==> src/rtl/rv32_imm_encoder_pkg.sv <==
// -----------------------------------------------------------------------------
// rv32_imm_encoder_pkg
// Shared constants and helpers for the RV32 immediate encoder:
//   - base opcodes that select the immediate format
//   - ADDI funct3 and the encoder FSM state encodings
//   - immediate format enumeration and opcode -> format decode
//   - helpers building the LUI / ADDI base words used by the `li` expansion
// -----------------------------------------------------------------------------
package rv32_imm_encoder_pkg;

    localparam logic [6:0] OPCODE_ARITH_I = 7'b0010011;
    localparam logic [6:0] OPCODE_STORE   = 7'b0100011;
    localparam logic [6:0] OPCODE_LUI     = 7'b0110111;
    localparam logic [6:0] OPCODE_AUIPC   = 7'b0010111;
    localparam logic [6:0] OPCODE_JAL     = 7'b1101111;
    localparam logic [6:0] OPCODE_JALR    = 7'b1100111;
    localparam logic [6:0] OPCODE_BRANCH  = 7'b1100011;

    localparam logic [2:0] FUNCT3_ADDI    = 3'b000;

    // ST_SECOND: the LUI half of a two-word `li` is on the output and the
    // ADDI half waits in the pending register.
    typedef enum logic {
        ST_IDLE   = 1'b0,
        ST_SECOND = 1'b1
    } state_t;

    typedef enum logic [2:0] {
        FMT_I = 3'd0,
        FMT_S = 3'd1,
        FMT_U = 3'd2,
        FMT_J = 3'd3,
        FMT_B = 3'd4
    } fmt_t;

    // Unknown opcodes deliberately fall back to the I format.
    function automatic fmt_t opcode_fmt(input logic [6:0] opcode);
        fmt_t fmt;
        case (opcode)
            OPCODE_STORE:              fmt = FMT_S;
            OPCODE_LUI, OPCODE_AUIPC:  fmt = FMT_U;
            OPCODE_JAL:                fmt = FMT_J;
            OPCODE_BRANCH:             fmt = FMT_B;
            default:                   fmt = FMT_I;
        endcase
        return fmt;
    endfunction

    // ADDI rd, rs1, 0 with the immediate field left empty for the packer.
    function automatic logic [31:0] make_addi(input logic [4:0] rd,
                                              input logic [4:0] rs1);
        return {12'b0, rs1, FUNCT3_ADDI, rd, OPCODE_ARITH_I};
    endfunction

    // LUI rd, 0 with the immediate field left empty for the packer.
    function automatic logic [31:0] make_lui(input logic [4:0] rd);
        return {20'b0, rd, OPCODE_LUI};
    endfunction

endpackage

==> src/rtl/rv32_imm_pack.sv <==
// -----------------------------------------------------------------------------
// rv32_imm_pack
// Combinational immediate insertion: scatters the bits of imm into the
// positions the base word's opcode dictates (I/S/U/J/B) and ORs them into base.
//
// Ports:
//   base  in  32  instruction with immediate fields zero
//   imm   in  32  immediate, two's complement
//   ir    out 32  base with immediate bits inserted
//   err   out 1   immediate does not fit the selected format
//
// Optional feature macro: RV32_IMM_RANGE_CHECK_EN
//   defined   -> err reports range/alignment violations (encoding still truncates)
//   undefined -> err is tied to 0 and no check logic exists
// -----------------------------------------------------------------------------
module rv32_imm_pack
    import rv32_imm_encoder_pkg::*;
(
    input  logic [31:0] base,
    input  logic [31:0] imm,
    output logic [31:0] ir,
    output logic        err
);

    fmt_t        fmt;
    logic [31:0] field;

    always_comb begin
        fmt   = opcode_fmt(base[6:0]);
        field = '0;
        case (fmt)
            FMT_S:   field = {imm[11:5], 13'b0, imm[4:0], 7'b0};
            FMT_U:   field = {imm[31:12], 12'b0};
            FMT_J:   field = {imm[20], imm[10:1], imm[11], imm[19:12], 12'b0};
            FMT_B:   field = {imm[12], imm[10:5], 13'b0, imm[4:1], imm[11], 7'b0};
            default: field = {imm[11:0], 20'b0};
        endcase
        ir = base | field;
    end

`ifdef RV32_IMM_RANGE_CHECK_EN
    // A value fits an N-bit signed field when every bit above the field's
    // sign bit equals that sign bit.
    always_comb begin
        case (fmt)
            FMT_U:   err = |imm[11:0];
            FMT_J:   err = (imm[31:20] != {12{imm[20]}}) || imm[0];
            FMT_B:   err = (imm[31:12] != {20{imm[12]}}) || imm[0];
            default: err = (imm[31:11] != {21{imm[11]}});
        endcase
    end
`else
    assign err = 1'b0;
`endif

endmodule

==> src/rtl/rv32_imm_encoder.sv <==
// -----------------------------------------------------------------------------
// rv32_imm_encoder
// Packs a 32-bit immediate into a base RV32 instruction word, or expands
// `li rd, imm` into ADDI / LUI / LUI+ADDI, behind a registered valid/ready
// output stage.
//
// Ports:
//   clk        in  1   clock, rising edge
//   rst        in  1   asynchronous active-high reset
//   in_valid   in  1   request present
//   in_ready   out 1   request accepted on in_valid && in_ready
//   in_base    in  32  base instruction (only [11:7] = rd used for li)
//   in_imm     in  32  immediate, two's complement
//   in_li      in  1   expand as `li rd, in_imm`
//   out_valid  out 1   out_ir holds a valid instruction
//   out_ready  in  1   consumer takes out_ir on out_valid && out_ready
//   out_ir     out 32  encoded instruction
//   out_err    out 1   immediate not representable (qualified by out_valid)
//
// Optional feature macro: RV32_IMM_RANGE_CHECK_EN (range checking in the packer;
// without it out_err stays 0).
// -----------------------------------------------------------------------------
module rv32_imm_encoder
    import rv32_imm_encoder_pkg::*;
(
    input  logic        clk,
    input  logic        rst,
    input  logic        in_valid,
    output logic        in_ready,
    input  logic [31:0] in_base,
    input  logic [31:0] in_imm,
    input  logic        in_li,
    output logic        out_valid,
    input  logic        out_ready,
    output logic [31:0] out_ir,
    output logic        out_err
);

    // Packer slot 0 builds the first (or only) word, slot 1 the pending ADDI.
    localparam int N_PACK = 2;

    state_t      state_reg, state_next;
    logic        out_valid_reg, out_valid_next;
    logic [31:0] out_ir_reg, out_ir_next;
    logic        out_err_reg, out_err_next;
    logic [31:0] pend_ir_reg, pend_ir_next;
    logic        pend_err_reg, pend_err_next;

    logic [4:0]  li_rd;
    logic [19:0] li_hi;
    logic        li_small;
    logic        li_two;
    logic        accept;
    logic        consume;

    logic [31:0] pack_base [N_PACK];
    logic [31:0] pack_imm  [N_PACK];
    logic [31:0] pack_ir   [N_PACK];
    logic        pack_err  [N_PACK];

    // ---------------------------------------------------------------------
    // li expansion decode
    // ---------------------------------------------------------------------
    assign li_rd    = in_base[11:7];
    // (imm + 0x800) >> 12: adding 0x800 only carries into bit 12 when
    // bit 11 is set, so the rounded upper part is imm[31:12] + imm[11].
    // This compensates for ADDI sign-extending its 12-bit immediate.
    assign li_hi    = in_imm[31:12] + {19'b0, in_imm[11]};
    assign li_small = (in_imm[31:11] == {21{in_imm[11]}});
    assign li_two   = !li_small && (in_imm[11:0] != 12'd0);

    always_comb begin
        pack_base[0] = in_base;
        pack_imm[0]  = in_imm;
        if (in_li) begin
            if (li_small) begin
                pack_base[0] = make_addi(li_rd, 5'd0);
            end else begin
                pack_base[0] = make_lui(li_rd);
                pack_imm[0]  = {li_hi, 12'b0};
            end
        end
        // Second half of a two-word li: ADDI rd, rd, lo. Sign-extending lo
        // keeps the range checker quiet for this always-legal word.
        pack_base[1] = make_addi(li_rd, li_rd);
        pack_imm[1]  = {{20{in_imm[11]}}, in_imm[11:0]};
    end

    genvar gi;
    generate
        for (gi = 0; gi < N_PACK; gi++) begin : g_pack
            rv32_imm_pack u_pack (
                .base (pack_base[gi]),
                .imm  (pack_imm[gi]),
                .ir   (pack_ir[gi]),
                .err  (pack_err[gi])
            );
        end
    endgenerate

    // ---------------------------------------------------------------------
    // Control FSM and output stage (next-state logic)
    // ---------------------------------------------------------------------
    assign consume = out_valid_reg && out_ready;
    assign accept  = in_valid && in_ready;

    always_comb begin
        state_next     = state_reg;
        out_valid_next = out_valid_reg;
        out_ir_next    = out_ir_reg;
        out_err_next   = out_err_reg;
        pend_ir_next   = pend_ir_reg;
        pend_err_next  = pend_err_reg;
        in_ready       = 1'b0;

        case (state_reg)
            ST_IDLE: begin
                // Output slot is free, or is being emptied this very edge.
                in_ready = !out_valid_reg || out_ready;
                if (accept) begin
                    out_valid_next = 1'b1;
                    out_ir_next    = pack_ir[0];
                    out_err_next   = pack_err[0] && !in_li;
                    if (in_li && li_two) begin
                        pend_ir_next  = pack_ir[1];
                        pend_err_next = 1'b0;
                        state_next    = ST_SECOND;
                    end
                end else if (consume) begin
                    out_valid_next = 1'b0;
                end
            end

            ST_SECOND: begin
                in_ready = 1'b0;
                if (consume) begin
                    out_valid_next = 1'b1;
                    out_ir_next    = pend_ir_reg;
                    out_err_next   = pend_err_reg;
                    pend_ir_next   = '0;
                    pend_err_next  = 1'b0;
                    state_next     = ST_IDLE;
                end
            end

            default: begin
                state_next = ST_IDLE;
            end
        endcase
    end

    // ---------------------------------------------------------------------
    // State registers
    // ---------------------------------------------------------------------
    always_ff @(posedge clk or posedge rst) begin
        if (rst) begin
            state_reg     <= ST_IDLE;
            out_valid_reg <= 1'b0;
            out_ir_reg    <= '0;
            out_err_reg   <= 1'b0;
            pend_ir_reg   <= '0;
            pend_err_reg  <= 1'b0;
        end else begin
            state_reg     <= state_next;
            out_valid_reg <= out_valid_next;
            out_ir_reg    <= out_ir_next;
            out_err_reg   <= out_err_next;
            pend_ir_reg   <= pend_ir_next;
            pend_err_reg  <= pend_err_next;
        end
    end

    assign out_valid = out_valid_reg;
    assign out_ir    = out_ir_reg;
    assign out_err   = out_err_reg;

endmodule

==> config.mk <==
export PLATFORM = sky130hd
export DESIGN_NAME = rv32_imm_encoder
export DESIGN_NICKNAME = d
export VERILOG_FILES = /design/src/rtl/rv32_imm_encoder_pkg.sv /design/src/rtl/rv32_imm_pack.sv /design/src/rtl/rv32_imm_encoder.sv
export SDC_FILE = /design/constraint.sdc
export NUM_CORES = 1
export LEC_CHECK = 0
export ABC_AREA = 1
export CAP_MARGIN = 15
export CORE_MARGIN = 3
export CORE_UTILIZATION = 37
export CTS_CLUSTER_SIZE = 24
export DETAILED_ROUTE_END_ITERATION = 6
export HOLD_SLACK_MARGIN = 0.15
export PLACE_DENSITY_LB_ADDON = 0.1
export SLEW_MARGIN = 30
export SYNTH_ARGS = -nofsm -noshare
export SYNTH_HDL_FRONTEND = slang
export SYNTH_SLANG_ARGS = --single-unit
==> constraint.sdc <==
create_clock -name clk -period 3.7 [get_ports clk]
set_input_delay 0.925 -clock clk [delete_from_list [all_inputs] [get_ports clk]]
set_output_delay 0.925 -clock clk [all_outputs]
set_load 0.01 [all_outputs]
[After elaboration in Yosys (flattened, before gate mapping)]
Cells that the tools add are included.
Operators by class
  muxes and demuxes: 28
  shifts and indexed selects: 0
  $lt $le $gt $ge: 0
  reductions and logical operators: 12
  bitwise operators: 3
  equality and inequality tests: 14
  divide/modulo/power cells: 0
  add/sub/neg operators: 1
  multipliers: 0
Operators by type and width (number)
  $mux 32: 8
  $pmux 32 s2: 2
  $pmux 32 s4: 1
  $or 20x32->32: 1
  $or 32x32->32: 1
  $add 20x1->20: 1
  $eq 20x20->1: 1
  $eq 7x6->1 const B: 2
  $eq 7x7->1 const B: 2
  $pmux 3 s4: 1
  $reduce_bool 12->1: 1
  $mux 1: 10
  $pmux 1 s2: 5
  $eq 7x5->1 const B: 1
  $eq 3x2->1 const B: 2
  $mux 6: 1
  $logic_and 1x1->1: 4
  $ne 2x2->1 const B: 2
  $reduce_and 2->1: 2
  $eq 3x1->1 const B: 1
  $eq 3x3->1 const B: 1
  $ne 3x3->1 const B: 1
  $reduce_and 3->1: 1
  $logic_not 1->1: 2
  other kinds (4): 4
Storage, ports and cells
  bits in registers: 68
  bits in read-only memories: 0
  output and inout bits: 35
  RAM bits: 0
  bits in latches: 0
  memories kept: 0

[Longest topological paths before layout]
Gate-level depths: netlist of run 1.
  depth in word-level cells: 11
  gate-level depth with buffers: 20
  depth with buffers taken out: 18

[Modules after synthesis]
Synthesis of run 1 repeated with hierarchy kept, for this count alone.
Second synthesis, totals
  cells, all modules: 896
  area total of the unflattened synthesis: 5684.2 µm²
By module, submodules not included
  rv32_imm_encoder: cells each 660, area an instance 4400.5 µm², times used 1
  rv32_imm_pack: cells each 118, area an instance 641.9 µm², times used 2

[Least setup slack after synthesis of run 1]
OpenSTA, ideal clock, no wires.
  kind: input to register
  start: input port in_imm[11]
  end: register out_ir_reg[7] (netlist: out_ir[7])
  data required time: 3627 ps
  path buffers: 3
  stages on the path: 15
  slack: 1077 ps
  arrival time: 2550 ps
  cell sequence: ha_1 -> inv_1 -> nand2_1 -> nor2_1 -> nand2_1 -> nor2_4 -> nand3_4 -> nand2_4 -> buf_12 -> inv_4 -> buf_6 -> buf_6 -> o31ai_4 -> nand2_2 -> a21oi_2
On the way
  word-level cells in the longest chain between the ends: 11
  elaborated cells on any way between the ends: 20
  classes of those cells: eq/ne: 10; mux: 8; bitwise: 1; reduce/logical: 1
Ends and longest elaborated chain
  from (decl): line rv32_imm_encoder.sv:31  | input logic [31:0] in_imm,
  $eq 20x20->1: line rv32_imm_encoder.sv:69  | assign li_small = (in_imm[31:11] == {21{in_imm[11]}});
  $mux 6: line rv32_imm_encoder.sv:76  | if (li_small) begin
  $mux 32: line rv32_imm_encoder.sv:75  | if (in_li) begin
  $eq 7x6->1 / $eq 7x5->1 (equally long branches): line rv32_imm_encoder_pkg.sv:39  | case (opcode)
  $reduce_or 2->1: line rv32_imm_encoder_pkg.sv:39
  $pmux 3 s4: line rv32_imm_encoder_pkg.sv:39
  $eq 3x3->1, or another cell as far along: line rv32_imm_pack.sv:31  | case (fmt)
  $pmux 32 s4 (*): line rv32_imm_pack.sv:31
  $or 32x32->32 (*): line rv32_imm_pack.sv:38  | ir = base | field;
  $mux 32 (*): line rv32_imm_encoder.sv:120  | if (accept) begin
  $pmux 32 s2 (*): line rv32_imm_encoder.sv:116  | case (state_reg)
  to (signal assigned): line rv32_imm_encoder.sv:166  | out_ir_reg <= out_ir_next;
  to (decl): line rv32_imm_encoder.sv:44  | logic [31:0] out_ir_reg, out_ir_next;
Every way passes the cells marked *; elsewhere a longest branch is shown, timed or not. The select of a mux whose other input is x is not followed.
A chain may end at the register's enable or synchronous reset.

[Final worst setup path of run 1]
  start: input port in_imm[11]
  end: register out_ir_reg[23] (netlist: out_ir[23])
Same word-level chain as after synthesis.

==> impl_metrics.yaml, run 1 <==
place:
  io_buffers: 102
  numPlacedInstances: 807
  routabilityCongestion: 0.891
  dp_hpwl_mm: 10.6
yosys:
  synth_warnings: 0
  synth-edff-count: 0
  synthDominantAreaCellType: "sky130_fd_sc_hd__dfrtp_1"
  mappedNetlistNets: 642
  postSynthRegisterBits: 52
  synth_xor_xnor_area_share_pct: 1.61
  synth_top_family_by_area: "simple AND/OR/NAND/NOR gates"
  synth_simple_gate_area_share_pct: 39.9
  synth_compound_gate_area_share_pct: 12.5
  synth_async_reset_ratio_pct: 100
  synthAdderAreaFrac_pct: 0.659
  syn_inst: 571
  synth.yosys.seq_area_share_pct: 34.3
  synth_cell_types: 44
  synth_top_area_share_pct: 34.3
  post_synth_top_flop: "sky130_fd_sc_hd__dfrtp_1"
  yosys-top-cells-area: "sky130_fd_sc_hd__dfrtp_1, sky130_fd_sc_hd__nand2_1, sky130_fd_sc_hd__nand3_1, sky130_fd_sc_hd__nor2_1, sky130_fd_sc_hd__inv_1"
  synth.area.mux_share_pct: 1.48
  synthesis.area_per_instance_um2: 6.65
  syn-cell-area_mm2: 0.00380
critical_path:
  worst-endpoint-arrival_ns: 3.47
  timing.critical_path.from_type: "primary input"
  count_of_cells_along_the_worst_register_to_register_path: 8
  critical_path_required_ns: 3.95
  critical_path_peak_fanout: 15
  worstSetupStartpoint: "in_imm[11]"
  crit-reg2reg-launch: "out_valid"
  worst_setup_path_end_kind: "register"
  criticalPathCategory: "primary input to register"
cells_and_area:
  synthToLayoutAreaGrowth_pct: 34.9
  antenna_cells_inserted: 0
  final-instance-count-excl-fill: 815
  final_layout_size_suffix_gt1_share_pct: 9.09
  fin_nets: 752
  largest_register_ffs: 32
global_route:
  initial_antenna_violation_count: 0
  grt_start_max_net_pins: 34
  globalRouteOverflowTotal: 0
  first_global_vias: 4035
  global_route.usage.total_pct: 23.3
  grt_first_pass_wirelength_mm: 20.9
worst_hold_path:
  hold-path-cell-count: 2
  worst_hold_path_type: "register to register"
  hp-start: "out_ir[5]"
sta:
  max_freq_ghz: 0.311
  final-hold-violation-count: 0
  setup_viol: 0
  slew-limit-headroom_pct: 66.7
  skew_ns: 0.0149
  final_max_slew_viol_count: 0
  setup_tns_ns: 0
  tightestPinTransition_ns: 0.494
  post_route_fraction_of_the_period_consumed_by_the_critical_path_pct: 87.0
  period_minus_slack_ns: 3.22
  grt_setup_unrepaired: "no"
clock_network:
  num_cts_buffers: 5
  path_clk_slew_ns: 0.11
  tritoncts_clock_tree: "done"
  cts_setup_buffers: 0
  cts_sinks: 52
  cts_hold_repair.buffers: 0
  cts_resized: 0
  cts_max_level: 2
  ctsLongestPathBuffers: 2
  worst_skew_pair.late_latency_ns: 0.31
  cts_root_buffer: "sky130_fd_sc_hd__clkbuf_8"
route:
  via_count: 4151
  vias_per_cell: 5.09
  detailedRoute.firstIterationViolations: 265
  detail-route-antenna-nets: 0
  drc: 0
  finalWirelength_mm: 13.2
  avgRoutedWirePerCell_um: 16.2
  detailedRoute.firstPassIterationCount: 4
floorplanning:
  fp-row-count: 36
  boundaryPins: 104
  design.die.area_mm2: 0.0115
  core_footprint_mm2: 0.00986
  die-height_um: 107
  start_util_pct: 38.5
  die_width_um: 107
run_status:
  run_status: "finished, final reports clean"
pwr:
  p_leak_nw: 2.48
  power-per-cell-area_mw_per_mm2: 224
  ir_worst_vdd_mv: 0.139
  finalPower_w: 0.00115
job:
  drv.max_cap_violation_count: 0
[area by class of cell]
type | count | area (um^2)
flip-flops and latches | 52 | 1300
fillers | 1006 | 4740
inverters | 61 | 231
well taps | 133 | 166
multi-input cells | 436 | 2140
clock buffers | 5 | 68.8
repair buffers | 125 | 1190
clock inverters | 3 | 21.3
[routing by layer]
metal | GRT usage [%] | vias up | share of wire [%]
met3 | 2.94 | 14 | 5.6
met5 | 0 | - | 0
li1 | - | 2081 | -
met1 | 32.7 | 1913 | 46
met2 | 37.9 | 143 | 47
met4 | 6.03 | 0 | 1.7
[synth_stat cells (3+ instances only)]
library cell	number
sky130_fd_sc_hd__nand2_1	170
sky130_fd_sc_hd__nor2_1	67
sky130_fd_sc_hd__nand3_1	57
sky130_fd_sc_hd__inv_1	56
sky130_fd_sc_hd__dfrtp_1	52
sky130_fd_sc_hd__o21ai_0	31
sky130_fd_sc_hd__a21oi_1	28
sky130_fd_sc_hd__clkbuf_1	12
sky130_fd_sc_hd__nand4_1	12
sky130_fd_sc_hd__nor3_1	10
sky130_fd_sc_hd__o22ai_1	6
sky130_fd_sc_hd__mux2_2	5
sky130_fd_sc_hd__nand2_2	5
sky130_fd_sc_hd__buf_2	4
sky130_fd_sc_hd__o211ai_1	4
sky130_fd_sc_hd__or2_2	4
sky130_fd_sc_hd__xor2_1	4
sky130_fd_sc_hd__a31oi_1	3
sky130_fd_sc_hd__nor2_4	3
sky130_fd_sc_hd__nor4_1	3
sky130_fd_sc_hd__xnor2_1	3
[final timing paths]
check	endpoint	slack [ns]
worst min-delay path	out_ir[5]	0.49
worst max-delay path	out_ir[23]	0.48
worst max register to register	pend_ir_reg[15]	1.66
min in group asynchronous	out_ir[18]	0.92
worst min register to register	out_ir[5]	0.49
max in group asynchronous	pend_ir_reg[23]	2.00
[where the power goes]
group	total, W	internal [W]	switching (W)	leakage, nW
Clock	0.000336	0.000135	0.000201	0.0445
Sequential	0.000568	0.000568	0	0.701
Combinational	0.000245	0.000109	0.000136	1.73
[cells by family after synthesis]
family                     after synthesis
and+or+nand+nor                        340
xor gates and xnor gates                 7
adders and majority gates                2
AOI/OAI and AO/OA                       81
other                                    1
DFF                                     52
buffers and inverters                   83
muxes                                    5
[critical path, cell delays in order]
cell and delay (ns):
sky130_fd_sc_hd__clkdlybuf4s50_1 0.58, sky130_fd_sc_hd__ha_1 0.27, sky130_fd_sc_hd__inv_1 0.06, sky130_fd_sc_hd__nand2_1 0.05, sky130_fd_sc_hd__nor2_1 0.07, sky130_fd_sc_hd__nand2_1 0.10
sky130_fd_sc_hd__nor2_4 0.14, sky130_fd_sc_hd__nand3_4 0.12, sky130_fd_sc_hd__nand2_4 0.20, sky130_fd_sc_hd__nand2_1 0.10, sky130_fd_sc_hd__nand2_2 0.16, sky130_fd_sc_hd__nand2_4 0.11
sky130_fd_sc_hd__o21bai_1 0.27, sky130_fd_sc_hd__nand2_1 0.09, sky130_fd_sc_hd__nand2_1 0.07, sky130_fd_sc_hd__nand2_1 0.04, sky130_fd_sc_hd__a21oi_1 0.12
[stage by stage]
stage | hold WS (ns) | setup WS [ns] | cell area, um^2 | utilization (%)
after floorplan | 0.450 | 1.08 | 3800 | -
after global placement | 0.463 | 0.210 | 5030 | 51.0
after detailed placement | 0.465 | 0.165 | 5030 | 51.0
after CTS | 0.491 | 0.499 | 5120 | 51.9
after global routing | 0.519 | 0.227 | 5120 | 51.9
final | 0.489 | 0.481 | 5120 | 51.9
[placed cells by master (no fill, tap or decap), drive strengths merged]
master / instances
nand2: 177
clkdlybuf4s50: 102
nor2: 71
inv: 60
nand3: 58
dfrtp: 52
o21ai: 32
a21oi: 29
buf: 23
nand4: 14
nor3: 10
o22ai: 6
mux2: 5
clkbuf: 5
or2: 4
o211ai: 4
xor2: 4
nor4: 4
xnor2: 3
a31oi: 3
clkinv: 3
a22oi: 2
o21bai: 2
nand3b: 2
ha: 2
o31ai: 2
a32o: 1
conb: 1
clkinvlp: 1
Note: power is estimated with default switching activity, not from simulation.
==> run 2: changes to the inputs <==
CORE_UTILIZATION = 25   (was 37)
CTS_CLUSTER_SIZE = 28   (was 24)
==> run 2 against run 1 <==
- sequential cell count unchanged
- final cell count up 7.1%
- via count up 0.43%
- largest cell class unchanged
- combinational power up 4%
- design area up 3.4%
- sequential power about the same
==> impl_metrics.yaml, run 2 (same netlist as run 1, synthesis figures left out) <==
floorplanning:
  core_footprint_mm2: 0.0147
  start_util_pct: 25.8
  die_width_um: 129
  die-height_um: 129
  design.die.area_mm2: 0.0167
  fp-row-count: 44
  boundaryPins: 104
route:
  detailedRoute.firstIterationViolations: 292
  finalWirelength_mm: 14.1
  detailedRoute.firstPassIterationCount: 5
  via_count: 4169
  avgRoutedWirePerCell_um: 16.1
  vias_per_cell: 4.78
  drc: 0
  detail-route-antenna-nets: 0
global_route:
  first_global_vias: 4232
  initial_antenna_violation_count: 0
  global_route.usage.total_pct: 17.2
  globalRouteOverflowTotal: 0
  grt_first_pass_wirelength_mm: 22.5
  grt_start_max_net_pins: 53
cells_and_area:
  final.fill_count: 1600
  final_layout_size_suffix_gt1_share_pct: 10.0
  synthToLayoutAreaGrowth_pct: 39.4
  fin_area_mm2: 0.00529
  largest_register_ffs: 32
  antenna_cells_inserted: 0
  multi_input_combinational_cell_area_mm2: 0.00214
  final-seq-area_mm2: 0.00130
  layout_common_cells: "sky130_fd_sc_hd__nand2_1, sky130_fd_sc_hd__clkdlybuf4s50_1, sky130_fd_sc_hd__nor2_1"
  final_common_cell: "sky130_fd_sc_hd__nand2_1"
  fin_nets: 759
critical_path:
  timing.critical_path.slowest_cell_delay_ns: 0.58
  worst_setup_path_end_kind: "register"
  crit-reg2reg-launch: "out_valid"
  critical_path_required_ns: 3.89
  timing.critical_path.from_type: "primary input"
  criticalPathCategory: "primary input to register"
  critical_path.most_common_cell: "sky130_fd_sc_hd__nand2_1"
  worstSetupStartpoint: "in_imm[11]"
  critPathSlowestCell: "sky130_fd_sc_hd__clkdlybuf4s50_1"
  timing.critical_path.max_delay_family: "simple AND/OR/NAND/NOR gates"
  worst-endpoint-arrival_ns: 3.43
  critical_path_peak_fanout: 15
  critPathBufInv: 3
  timing.critical_path.cells: "clkdlybuf4s50_1, ha_1, inv_1, nand2_1, nor2_1, nand2_1, nor2_4, nand3_4, nand2_4, nand2_1, nand2_2, nand2_4, nor2_4, nor2_4, nand2_1, nand3_1, o21ai_0, inv_1"
sta:
  grt_setup_unrepaired: "no"
  tightestPinTransition_ns: 0.703
  hold-worst-slack_ns: 0.486
  max_freq_ghz: 0.309
  final-hold-violation-count: 0
  final_max_slew_viol_count: 0
  setup_viol: 0
  period_minus_slack_ns: 3.23
  setup_tns_ns: 0
  slew-limit-headroom_pct: 53.1
  skew_ns: 0.00780
  post_route_fraction_of_the_period_consumed_by_the_critical_path_pct: 87.4
pwr:
  power-per-cell-area_mw_per_mm2: 246
  ir_worst_vdd_mv: 0.148
  p_leak_nw: 2.54
clock_network:
  path_clk_slew_ns: 0.07
  ctsLongestPathBuffers: 2
  worst_skew_pair.late_latency_ns: 0.30
  tritoncts_clock_tree: "done"
  cts_root_buffer: "sky130_fd_sc_hd__clkbuf_16"
  cts_resized: 0
  cts_hold_repair.buffers: 0
  cts_sinks: 52
  num_cts_buffers: 5
  cts_setup_buffers: 0
  cts_max_level: 2
worst_hold_path:
  worst_hold_path_type: "register to register"
  hp-start: "out_ir[12]"
place:
  postPlaceCellArea_mm2: 0.00515
  dp_hpwl_mm: 11.2
  io_buffers: 102
  routabilityCongestion: 0.909
job:
  drv.max_cap_violation_count: 0
run_status:
  run_status: "finished, final reports clean"
[run 2: cell count changes in the layout (fill, tap and decap cells not counted)]
cell,before,now
sky130_fd_sc_hd__clkbuf_8,5,0
sky130_fd_sc_hd__buf_4,23,30
sky130_fd_sc_hd__clkbuf_16,0,5
[run 2: layout make-up]
class                   instances  area share, %
flip-flops and latches         52           24.6
well taps                     184           4.35
clock inverters                 3          0.402
inverters                      61           4.37
multi-input cells             436           40.4
repair buffers                132           23.5
clock buffers                   5           2.36
[run 2: routing by layer]
layer	wire [um]	share of wire (%)	global-route usage [%]	vias up
li1	-	-	-	2102
met1	6820	48	24.0	1952
met2	6460	46	28.2	104
met3	695	4.9	3.05	11
met4	116	0.82	2.96	0
met5	0	0	0	-
[run 2: final timing paths]
kind / end / slack, ns / cells past startpoint
worst max-delay path: out_ir[27] / 0.47 / 18
worst min-delay path: out_ir[12] / 0.49 / 2
worst max register to register: out_ir[8] / 1.47 / 9
worst min register to register: out_ir[12] / 0.49 / 2
max in group asynchronous: out_ir[28] / 2.09 / 3
min in group asynchronous: out_ir[7] / 1.13 / 3
[run 2: per-stage QoR]
stage	utilization, %	total power, W	instances	setup slack, ns
2_1_floorplan	-	0.000691	571	1.08
3_3_place_gp	35.0	0.000837	865	0.181
3_5_place_dp	35.0	0.000835	865	0.150
4_1_cts	36.0	0.00132	873	0.455
5_1_grt	36.0	0.00136	873	0.204
6_report	36.0	0.00130	873	0.467
[run 2: worst reg2reg max path, cell delays in order, from the launching register on]
cell and delay (ns):
sky130_fd_sc_hd__dfrtp_1 0.40, sky130_fd_sc_hd__nand2_1 0.09, sky130_fd_sc_hd__nand2_1 0.05, sky130_fd_sc_hd__inv_1 0.08
sky130_fd_sc_hd__nand2_1 0.33, sky130_fd_sc_hd__nand2_1 0.21, sky130_fd_sc_hd__clkinv_1 0.33, sky130_fd_sc_hd__buf_4 0.31
sky130_fd_sc_hd__nor3_1 0.21, sky130_fd_sc_hd__a21oi_1 0.11
[run 2: power breakdown]
group / total (W) / leakage, nW / switching (W) / internal [W]
logic: 0.000254 / 1.77 / 0.000139 / 0.000115
registers: 0.000568 / 0.701 / 0 / 0.000568
clock network: 0.000480 / 0.0702 / 0.000227 / 0.000253
==> run 3: changes to the inputs <==
CORE_UTILIZATION = 30   (was 25)
SKIP_CTS_REPAIR_TIMING = 1   (was not set)
==> run 3 against run 2 <==
- clock skew hardly changed
- total power is 0.13% higher
- largest cell class unchanged
- critical path type unchanged
- sequential cell count stayed put
==> impl_metrics.yaml, run 3 (same netlist as run 1, synthesis figures left out) <==
global_route:
  first_global_vias: 4314
  globalRouteOverflowTotal: 0
  initial_antenna_violation_count: 0
  grt_start_max_net_pins: 30
  global_route.usage.total_pct: 20.5
  grt_first_pass_wirelength_mm: 23.0
clock_network:
  num_cts_buffers: 5
  ctsLongestPathBuffers: 2
  cts_max_level: 2
  path_clk_slew_ns: 0.07
  tritoncts_clock_tree: "done"
  cts_sinks: 52
  worst_skew_pair.late_latency_ns: 0.31
  cts_root_buffer: "sky130_fd_sc_hd__clkbuf_16"
critical_path:
  count_of_cells_along_the_worst_register_to_register_path: 10
  reg2reg_setup_slack_ns: 1.27
  crit-reg2reg-launch: "state_reg"
  critical_path_peak_fanout: 7
  r2r-end: "out_ir[24]"
  critical_path_required_ns: 3.89
  worst_setup_path_end_kind: "register"
  worst-endpoint-arrival_ns: 3.51
  timing.critical_path.from_type: "primary input"
  criticalPathCategory: "primary input to register"
sta:
  tightestPinTransition_ns: 0.579
  slew-limit-headroom_pct: 61.2
  final_max_slew_viol_count: 0
  post_route_fraction_of_the_period_consumed_by_the_critical_path_pct: 89.7
  setup_tns_ns: 0
  setup_viol: 0
  period_minus_slack_ns: 3.32
  skew_ns: 0.00742
  grt_setup_unrepaired: "no"
  final-hold-violation-count: 0
  max_freq_ghz: 0.301
job:
  drv.max_cap_violation_count: 0
pwr:
  power-per-cell-area_mw_per_mm2: 247
  p_leak_nw: 2.54
  ir_worst_vdd_mv: 0.154
cells_and_area:
  largest_register_ffs: 32
  utilization_pct: 43.3
  final_layout_size_suffix_gt1_share_pct: 10.1
  layout_common_cells: "sky130_fd_sc_hd__nand2_1, sky130_fd_sc_hd__clkdlybuf4s50_1, sky130_fd_sc_hd__nor2_1"
  final.fill_count: 1346
  antenna_cells_inserted: 0
  fin_area_mm2: 0.00528
  final_common_cell: "sky130_fd_sc_hd__nand2_1"
  synthToLayoutAreaGrowth_pct: 39.1
  fin_nets: 760
place:
  routabilityCongestion: 0.916
  dp_hpwl_mm: 11.3
  postPlaceCellArea_mm2: 0.00513
  io_buffers: 102
floorplanning:
  die-height_um: 119
  start_util_pct: 31.1
  die_width_um: 119
  core_footprint_mm2: 0.0122
  design.die.area_mm2: 0.0140
  boundaryPins: 104
  fp-row-count: 40
worst_hold_path:
  worst_hold_path_type: "register to register"
  endpoint_worst_hold: "out_ir[31]"
  hp-start: "out_ir[31]"
  hold-path-cell-count: 2
run_status:
  run_status: "finished, final reports clean"
route:
  avgRoutedWirePerCell_um: 16.3
  vias_per_cell: 4.90
  detailedRoute.firstPassIterationCount: 7
  detail-route-antenna-nets: 0
  drc: 0
  finalWirelength_mm: 14.0
  via_count: 4205
  detailedRoute.firstIterationViolations: 313
run 3: through the flow:
stage	setup slack [ns]	power, W	cells	hold WS [ns]
2_1_floorplan	1.08	0.000691	571	0.450
3_3_place_gp	0.0637	0.000837	850	0.470
3_5_place_dp	0.0215	0.000833	850	0.469
4_1_cts	0.344	0.00132	858	0.487
5_1_grt	0.123	0.00136	858	0.508
6_report	0.381	0.00130	858	0.479
run 3: area by class of cell:
type	count	area (um^2)	area share, %
well taps	168	210	3.98
inverters	61	231	4.38
repair buffers	133	1250	23.7
multi-input cells	436	2140	40.5
flip-flops and latches	52	1300	24.6
clock inverters	3	22.5	0.426
clock buffers	5	125	2.37
run 3: critical path: stages:
cell and delay [ns]:
sky130_fd_sc_hd__clkdlybuf4s50_1 0.60, sky130_fd_sc_hd__ha_1 0.27, sky130_fd_sc_hd__inv_1 0.06, sky130_fd_sc_hd__nand2_1 0.05
sky130_fd_sc_hd__nor2_1 0.08, sky130_fd_sc_hd__nand2_1 0.09, sky130_fd_sc_hd__nor2_4 0.13, sky130_fd_sc_hd__nand4_1 0.17
sky130_fd_sc_hd__nand2_1 0.17, sky130_fd_sc_hd__nor2_1 0.07, sky130_fd_sc_hd__nor2_1 0.35, sky130_fd_sc_hd__inv_1 0.15
sky130_fd_sc_hd__nand3_1 0.16, sky130_fd_sc_hd__nand2_1 0.07, sky130_fd_sc_hd__nand2_1 0.06, sky130_fd_sc_hd__a21oi_1 0.09
run 3: routing by layer:
| layer | vias up | routed length (um) | track usage, % |
|---|---|---|---|
| met2 | 144 | 6360 | 33.4 |
| met1 | 1944 | 6540 | 27.9 |
| met4 | 0 | 277 | 6.08 |
| met3 | 20 | 829 | 3.49 |
| met5 | - | 0 | 0 |
| li1 | 2097 | - | - |
run 3: power breakdown:
part | switching (W) | total [W] | internal [W]
Clock | 0.000229 | 0.000482 | 0.000254
Combinational | 0.000139 | 0.000253 | 0.000115
Sequential | 0 | 0.000568 | 0.000568
run 3: worst max path at each step:
stage          startpoint    endpoint  slack, ns  cells past startpoint
6_report       in_imm[11]  out_ir[18]       0.38                     16
5_1_grt        in_imm[11]  out_ir[18]       0.12                     16
4_1_cts        in_imm[11]  out_ir[18]       0.34                     16
3_5_place_dp   in_imm[11]  out_ir[18]       0.02                     16
3_3_place_gp   in_imm[11]  out_ir[18]       0.06                     16
2_1_floorplan  in_imm[11]   out_ir[7]       1.08                     15
